===== src/rtl/network_arbiter_state_writer.sv =====
`default_nettype none
// ============================================================================
//  Module   : network_arbiter_state_writer
//  Purpose  : Initiator side of the network arbiter state-register interface.
//             Takes trust-change requests, writes the matching state code to
//             the arbiter over valid/ready, then watches TRUSTED until the
//             arbiter reports the requested state and signals DONE.
//  Options  : NET_ARB_WRITER_TIMEOUT_EN enables the CONFIRM timeout with
//             bounded rewrites and the ERROR outcome. Without it CONFIRM
//             waits indefinitely and ERROR is tied low.
//  Revision : 1.0  initial release
// ============================================================================
module network_arbiter_state_writer #(
   parameter logic [31:0] UNTRUSTED_CODE  = 32'h0000_0001,
   parameter logic [31:0] TRUSTED_CODE    = 32'h0000_0000,
   parameter int          CONFIRM_TIMEOUT = 16,
   parameter int          MAX_RETRY       = 3
) (
   input  logic        CLK,
   input  logic        RESET,
   input  logic        REQ_VALID,
   input  logic        REQ_UNTRUSTED,
   output logic        REQ_READY,
   output logic        WR_VALID,
   input  logic        WR_READY,
   output logic [31:0] WRITE_STATE_VALUE,
   input  logic        TRUSTED,
   output logic        BUSY,
   output logic        DONE,
   output logic        ERROR,
   output logic        CUR_TRUSTED
);

   typedef enum logic [1:0] {
      S_IDLE    = 2'd0,
      S_WRITE   = 2'd1,
      S_CONFIRM = 2'd2
   } state_t;

   state_t state;
   logic   target_untrusted;   // latched request target for the whole operation
   logic   status_match;       // arbiter status equals the requested state

`ifdef NET_ARB_WRITER_TIMEOUT_EN
   localparam int TIMER_W = $clog2(CONFIRM_TIMEOUT + 1);
   localparam int RETRY_W = $clog2(MAX_RETRY + 1);
   localparam logic [TIMER_W-1:0] TIMER_LAST = TIMER_W'(CONFIRM_TIMEOUT - 1);
   localparam logic [RETRY_W-1:0] RETRY_MAX  = RETRY_W'(MAX_RETRY);

   logic [TIMER_W-1:0] timer;
   logic [RETRY_W-1:0] retry;
   logic               error_q;

   assign ERROR = error_q;
`else
   // Timeout parameters have no effect in this build; fold them into a
   // dead signal so they still count as referenced.
   logic unused_cfg;
   assign unused_cfg = CONFIRM_TIMEOUT[0] ^ MAX_RETRY[0];
   assign ERROR      = 1'b0;
`endif

   // Ready only when idle and out of reset, so no request is taken during reset
   assign REQ_READY    = (state == S_IDLE) && !RESET;
   assign BUSY         = (state != S_IDLE);
   assign status_match = (TRUSTED == !target_untrusted);

   // Request / write / confirm sequencer with registered outputs
   always_ff @(posedge CLK) begin
      if (RESET) begin
         state             <= S_IDLE;
         target_untrusted  <= 1'b0;
         WR_VALID          <= 1'b0;
         WRITE_STATE_VALUE <= TRUSTED_CODE;
         DONE              <= 1'b0;
         CUR_TRUSTED       <= 1'b1;
`ifdef NET_ARB_WRITER_TIMEOUT_EN
         timer             <= '0;
         retry             <= '0;
         error_q           <= 1'b0;
`endif
      end else begin
         DONE <= 1'b0;
         case (state)
            S_IDLE: begin
               // A request equal to the current state still goes through the full write
               if (REQ_VALID) begin
                  target_untrusted  <= REQ_UNTRUSTED;
                  WRITE_STATE_VALUE <= REQ_UNTRUSTED ? UNTRUSTED_CODE : TRUSTED_CODE;
                  WR_VALID          <= 1'b1;
                  state             <= S_WRITE;
`ifdef NET_ARB_WRITER_TIMEOUT_EN
                  error_q           <= 1'b0;
                  retry             <= '0;
`endif
               end
            end
            S_WRITE: begin
               // Value and valid hold for as long as the arbiter stalls
               if (WR_READY) begin
                  WR_VALID <= 1'b0;
                  state    <= S_CONFIRM;
`ifdef NET_ARB_WRITER_TIMEOUT_EN
                  timer    <= '0;
`endif
               end
            end
            S_CONFIRM: begin
               if (status_match) begin
                  DONE        <= 1'b1;
                  CUR_TRUSTED <= !target_untrusted;
                  state       <= S_IDLE;
               end
`ifdef NET_ARB_WRITER_TIMEOUT_EN
               else if (timer >= TIMER_LAST) begin
                  // Rewrite the same value, or give up once retries are spent
                  if (retry < RETRY_MAX) begin
                     retry    <= retry + 1'b1;
                     WR_VALID <= 1'b1;
                     state    <= S_WRITE;
                  end else begin
                     error_q  <= 1'b1;
                     state    <= S_IDLE;
                  end
               end else begin
                  timer <= timer + 1'b1;
               end
`endif
            end
            default: begin
               WR_VALID <= 1'b0;
               state    <= S_IDLE;
            end
         endcase
      end
   end

endmodule
`default_nettype wire


===== config.mk =====
export PLATFORM = sky130hd
export DESIGN_NAME = network_arbiter_state_writer
export DESIGN_NICKNAME = d
export VERILOG_FILES = /design/src/rtl/network_arbiter_state_writer.sv
export SDC_FILE = /design/constraint.sdc
export NUM_CORES = 1
export LEC_CHECK = 0
export CAP_MARGIN = 10
export CORE_MARGIN = 4
export CORE_UTILIZATION = 31
export DETAILED_ROUTE_END_ITERATION = 6
export PLACE_DENSITY = 0.77
export SKIP_LAST_GASP = 1
export SLEW_MARGIN = 0
export SYNTH_ARGS = -nofsm -noshare
export SYNTH_HDL_FRONTEND = slang
export SYNTH_SLANG_ARGS = --single-unit
export TNS_END_PERCENT = 30

===== constraint.sdc =====
create_clock -name CLK -period 1.1 [get_ports CLK]
set_input_delay 0.165 -clock CLK [delete_from_list [all_inputs] [get_ports CLK]]
set_output_delay 0.165 -clock CLK [all_outputs]
set_load 0.05 [all_outputs]

==> metrics.md, run 1 <==
| Metric | Value |
|---|---|
| Status | complete, but fails checks |
| Failing checks | negative setup slack |
| Syn Inst Count | between 60 and 70 |
| Fin. max-slew vios | 0 |
| Final setup TNS | -0.201 ns |
| Wirelength per Cell | 9.41 µm |
| Commonest non-fill, non-tap cell in the layout | conb_1 |
| Final critical-path required period | 1.25 ns |
| Final Setup Violations | 2 |
| Share of cells above drive strength 1 | 26.9% |
| Antenna Nets Post-Route | 0 |
| Clk sink count | 6 |
| Clock slew at reported path FFs | 0.04 ns |
| Initial antenna violation count | 0 |
| Fmax | 800 MHz |
| Synth Warn # | 0 |
| Die ar. | 2450 µm² |
| Syn-to-layout area delta | 23.2% |
| RSZ-0062 raised after global routing | yes |
| Via count | about 350 |
| Rows | 14 |
| Clock Path Buffers | 2 |
| Total global-route track usage | ~7.2% |
| Reg2Reg Setup Slack | between 0.1 and 0.15 ns |
| Clock Tree Root | clkbuf_4 |
| WHS | 0.525 ns |
| Vias/cell | 3.71 |
| Critical Path Max Stage Delay | ~0.33 ns |
| Crit path kind | register to primary output |
| Drt drc | 0 |
| Pin count of the biggest net entering global routing | 7 |
| Worst Path Max Fanout | 4 |
| Skew-Pair Late Insertion Delay | ~0.24 ns |
| Netlist cell types | 18 |
| Worst Setup Start Kind | register |
| Nets | between 80 and 90 |
| PortBufs | 11 |
| Synthesized area per cell | 8.62 µm² |
| Fin crit share | 114% |
| Final instance area | approximately 660 µm² |
| Die height | 49.5 µm |
| Multi-input gate area | between 200 and 300 µm² |
| H-tree depth | 1 |
| Initial DRC count | 0 |
| IO Pins | 44 |
| Mapped Area | around 530 µm² |
| Worst Path Required | ~0.94 ns |
| HPWL after DPL | roughly 780 µm |
| Worst Skew | ~0.0011 ns |
| Chip width | between 40 and 50 µm |
| P_leak | approximately 0.32 nW |
| Setup ws final | -0.151 ns |
| Pwr Total | roughly 0.90 mW |
| Maxcap violations | 0 |
| Register area share after synthesis | 22.5% |
| Total CTS buffers | 3 |
| Worst Path Arrival | ~1.1 ns |
| Endpoints failing hold | 0 |
| FF/Latch Area | 123 µm² |
| Setup bufs post-CTS | 0 |
| Most frequent cells in the layout | conb_1, buf_12, clkdlybuf4s50_1 |
| Router iterations before antenna repair | 1 |
| Tightest Hold Check Type | register to register |
| Worst Setup End Kind | primary output |
| CP Cell Sequence | or2_4, nor2_4, buf_12 |
| Initial Util | between 30% and 40% |
| Placer Congestion | 0.680 |
| TritonCTS clock tree | yes |
| Pwr Density | ~1400 nW/µm² |
| Vias in the first global route | a little under 300 |
| VDD IR max | ~0.6 mV |
| Filler cell count | 150 |
| DRT Wirelength | roughly 890 µm |
| Core area | ~1600 µm² |
| FF+latch count, synth | 6 |
| Critical Path Slowest Stage Cell | dfxtp_2 |
| First-pass GRT wire length | ~1.3 mm |
| Placed cell area | 634 µm² |
| Total grt overflow | 0 |
| ANT cells | 0 |
-- synthesized netlist by cell type, drive strengths merged --
cell / count / area (µm²)
buf: 33 / 248
or2: 1 / 6.26
a21o: 1 / 7.51
nor2: 3 / 11.3
nand2: 1 / 3.75
a31oi: 1 / 6.26
a2bb2oi: 1 / 8.76
nor3b: 3 / 37.5
nand2b: 4 / 25.0
dfxtp: 6 / 120
o21bai: 1 / 7.51
inv: 1 / 3.75
xnor2: 1 / 8.76
nor2b: 1 / 13.8
a21oi: 1 / 5.00
conb: 1 / 3.75
a211oi: 1 / 7.51
mux2i: 1 / 10.0
-- power breakdown --
part	internal, mW	switching [mW]
clock	0.123	0.0760
combinational	0.113	0.340
sequential	0.231	0.0133
-- path summary, 6_finish.rpt --
path	depth (start not counted)	start	endpoint
worst max-delay path	3	state[1]	REQ_READY
worst min-delay path	2	WR_VALID	WR_VALID
worst max register to register	4	state[0]	target_untrusted
worst min register to register	2	WR_VALID	WR_VALID
-- metrics by stage --
step / worst slack [ns] / utilization [%] / instances
detailed placement: -0.0778 / 40.7 / 91
floorplan: -0.0460 / - / 93
global placement: -0.0508 / 40.7 / 91
CTS: -0.175 / 42.2 / 94
finish: -0.151 / 42.2 / 94
global route: -0.196 / 42.2 / 94
-- registers in the layout, summed over array words and instances (netlist names) --
register,count
state,2
CUR_TRUSTED,1
DONE,1
WR_VALID,1
target_untrusted,1
-- area by class of cell --
cell class | instances | share of cell area [%]
clock buffer | 3 | 3.42
inverter | 1 | 0.570
multi-input combinational | 53 | 43.9
sequential | 6 | 18.6
tap | 16 | 3.04
timing repair buffer | 15 | 30.4
-- critical path, delay by kind of cell (launching register included) --
kind          cells  cell delay, ns
buf+inv           1            0.14
flops             1            0.33
simple gates      2            0.37
-- per-layer routing --
metal | track usage, % | part of all wire [%] | vias to the layer above | wire length [µm]
met3 | 6.33 | 20 | 0 | 175
met2 | 12.9 | 50 | 31 | 441
li1 | - | - | 168 | -
met4 | 0 | 0 | 0 | 0
met5 | 0 | 0 | - | 0
met1 | 6.42 | 30 | 150 | 268
-- logic make-up after synthesis --
family                    Yosys count  share of synthesized area [%]
AOI/OAI and AO/OA                   6                           7.96
xor gates and xnor gates            1                           1.64
buffers and inverters              34                           47.1
DFF                                 6                           22.5
muxes                               1                           1.87
other                               1                          0.702
and+or+nand+nor                    13                           18.3
-- timing repair --
action	in CTS	in global routing
endpoints found under the setup margin	2	2
pin swaps	1	0
gates resized for setup	1	0
hold buffers	0	0
No activity file was read; power rests on OpenSTA's default activity.
==> run 2, diff against run 1 <==
ABC_AREA = 1   (was not set)
PLACE_DENSITY = 0.79   (was 0.77)
==> run 2 against run 1 <==
The run still ends with negative setup slack left. Routed wire length is 0.11% higher. Final cell count is 6.4% higher. Register-to-register slack worse by 0.03 ns. Critical endpoint unchanged. Worst setup slack better by 0.12 ns. Largest power group unchanged. Clock-buffer cell count stayed put. Clock skew hardly changed.
==> metrics.md, run 2 <==
| Metric | Value |
|---|---|
| Status | complete, but fails checks |
| Failing checks | negative setup slack |
| Initial antenna violation count | 0 |
| Antenna Nets Post-Route | 0 |
| Clock Path Buffers | 2 |
| Worst Skew | approximately 0.0014 ns |
| HPWL after DPL | roughly 760 µm |
| Final instance area | roughly 650 µm² |
| Layout Cells excl Fill | 100 |
| Pwr Density | approximately 1400 nW/µm² |
| Drt drc | 0 |
| Router iterations before antenna repair | 2 |
| WHS | 0.500 ns |
| First-pass GRT wire length | 1.43 mm |
| Endpoints failing hold | 0 |
| FF+latch count, synth | 6 |
| Met3 usage | 3.99% |
| Total CTS buffers | 3 |
| PortBufs | 11 |
| P_leak | between 0.3 and 0.4 nW |
| Chip width | between 40 and 50 µm |
| Synthesized area per cell | 7.54 µm² |
| Setup ws final | -0.0263 ns |
| Largest family of logic cells by synthesized area | buffers and inverters |
| Util after Layout | 41.9% |
| DRT Wirelength | about 890 µm |
| Most frequent cells in the layout | conb_1, buf_12, dfxtp_1, clkdlybuf4s50_1 |
| Most Crowded Layer GR | met2 |
| Fin. max-slew vios | 0 |
| Placed cell area | between 500 and 600 µm² |
| Netlist cell types | 16 |
| Worst Path Required | ~0.94 ns |
| Pwr Total | 0.920 mW |
| Max reg flops | 2 |
| Top post-synthesis cells by area | buf_4, dfxtp_1, nand2_1, a21oi_1, nand3_1 |
| Nets | just over 90 |
| Total global-route track usage | 8.04% |
| TritonCTS clock tree | yes |
| Worst Path Max Fanout | 2 |
| Wirelength per Cell | just under 9 µm |
| Worst Path Arrival | roughly 0.96 ns |
| IO Pins | between 40 and 50 |
| Post-Synth Simple-Gate Area | 12.7% |
| Die ar. | roughly 2400 µm² |
| Placer Congestion | between 0.6 and 0.7 |
| Syn-to-layout area delta | 25.9% |
| Critical Path Slowest Stage Cell | dfxtp_4 |
| CP Cell Sequence | inv_4, nand2_4, nor2_4, buf_12 |
| Synth Warn # | 0 |
| H-tree depth | 1 |
| VDD IR max | 0.548 mV |
| Mapped Area | ~510 µm² |
| Core area | between 1500 and 2000 µm² |
| Post-synth top cells | buf_4, dfxtp_1, nand2_1 |
| Number of enable flip-flop cells after synthesis | 0 |
| Crit path kind | register to primary output |
| Clock slew at reported path FFs | about 0.05 ns |
| Critical Path Max Stage Delay | approximately 0.35 ns |
| Vias in the first global route | between 300 and 400 |
| Synth Area in Adders | 0% |
| Compound-Gate Fraction of Synth Area | between 8 and 9% |
| Final Setup Violations | 1 |
| Tightest Hold Check Type | register to register |
| Vias/cell | between 3 and 4 |
| Final critical-path required period | ~1.1 ns |
| FFs w/ async S/R, synth | 0% |
| Dpl cells | 94 |
| Clk sink count | 6 |
| Share of cells above drive strength 1 | approximately a quarter |
| Rows | 14 |
| Worst Setup Start Kind | register |
| Leading register cell type out of synthesis | dfxtp_1 |
| Worst Setup End Kind | primary output |
| Filler cell count | approximately 160 |
| Most frequent cell after synthesis | buf_4 |
| Skew-Pair Late Insertion Delay | roughly 0.25 ns |
| Fmax | approximately 900 MHz |
| Initial DRC count | 2 |
| Syn Inst Count | 68 |
| Multiplexer share of the synthesized area | 0% |
| RSZ-0062 raised after global routing | yes |
| Pin count of the biggest net entering global routing | 5 |
| ANT cells | 0 |
| Met1 usage | under 10% |
| Share of the synthesized area in the top cell type | 48.3% |
| Register area share after synthesis | a little under a quarter |
| Maxcap violations | 0 |
| Biggest register | state |
| Initial Util | 33.3% |
| GR Layer Usage met2 | between 10% and 20% |
| Commonest non-fill, non-tap cell in the layout | conb_1 |
| Fin crit share | 102% |
| Yosys top cell by area | buf_4 |
| Total grt overflow | 0 |
| Die height | a little under 50 µm |
| Post-Synth XOR/XNOR Area | approximately 1.7% |
| Clock Tree Root | clkbuf_4 |
| Via count | ~370 |
[run 2: cell types whose count changed after synthesis, moves of 2 or more]
| cell | change |
|---|---|
| nand2b_1 | -4 |
| nand2_1 | +4 |
| nand3_1 | +3 |
| inv_2 | +3 |
| inv_1 | +3 |
| a21oi_1 | +2 |
| o21ai_1 | +2 |
| nor3b_2 | -3 |
[run 2: critical path: cells and delay by family, from the launching register on]
| family | cells | cell delay, ns |
|---|---|---|
| DFF | 1 | 0.35 |
| buffers and inverters | 2 | 0.20 |
| and+or+nand+nor | 2 | 0.16 |
[run 2: power by group]
part	leakage (nW)	internal, mW	switching (mW)	total [mW]
sequential	0.0499	0.231	0.0139	0.245
combinational	0.266	0.109	0.353	0.462
clock	0.0138	0.124	0.0892	0.213
total	0.330	0.465	0.456	0.920
[run 2: metal layers]
metal  vias up  routed length [µm]  share of wire, %
li1        178                   -                 -
met1       156                 246                28
met2        29                 477                54
met3         3                 134                15
met4         0                  29               3.3
met5         -                   0                 0
[run 2: worst paths after layout]
check / from / to / slack (ns) / cells after the start
setup / recovery: state[0] / REQ_READY / -0.03 / 4
hold / removal: WR_VALID / WR_VALID / 0.50 / 2
setup reg to reg: state[1] / CUR_TRUSTED / 0.08 / 6
hold reg to reg: WR_VALID / WR_VALID / 0.50 / 2
[run 2: cells by family (layout without fill, tap and decap cells)]
kind of cell | Yosys count | in the layout
buffers and inverters | 40 | 25
AND/OR/NAND/NOR | 13 | 13
XOR/XNOR | 1 | 1
other | 1 | 32
flip-flops | 6 | 6
AO/OA/AOI/OAI | 7 | 7
[run 2: what timing repair did]
action / CTS / global route
setup buffers: 3 / 0
pin swaps: 2 / 0
hold buffers: 0 / 0
gates resized for setup: 3 / 0
hold endpoints to repair: 0 / 0
endpoints found under the setup margin: 2 / 3
[run 2: through the flow]
| stage | setup TNS (ns) | worst slack, ns |
|---|---|---|
| floorplan | 0 | 0.0758 |
| global placement | -0.0165 | -0.0165 |
| detailed placement | -0.118 | -0.0541 |
| CTS | -0.0355 | -0.0355 |
| global route | -0.151 | -0.0663 |
| finish | -0.0263 | -0.0263 |
[run 2: layout make-up]
class                           instances  area [µm²]  share of cell area, %
Inverter                                7        28.8                   4.46
Clock buffer                            3        22.5                   3.49
Sequential cell                         6         124                   19.2
Tap cell                               16        20.0                   3.10
Multi-Input combinational cell         53         250                   38.8
Timing Repair Buffer                   15         200                   31.0
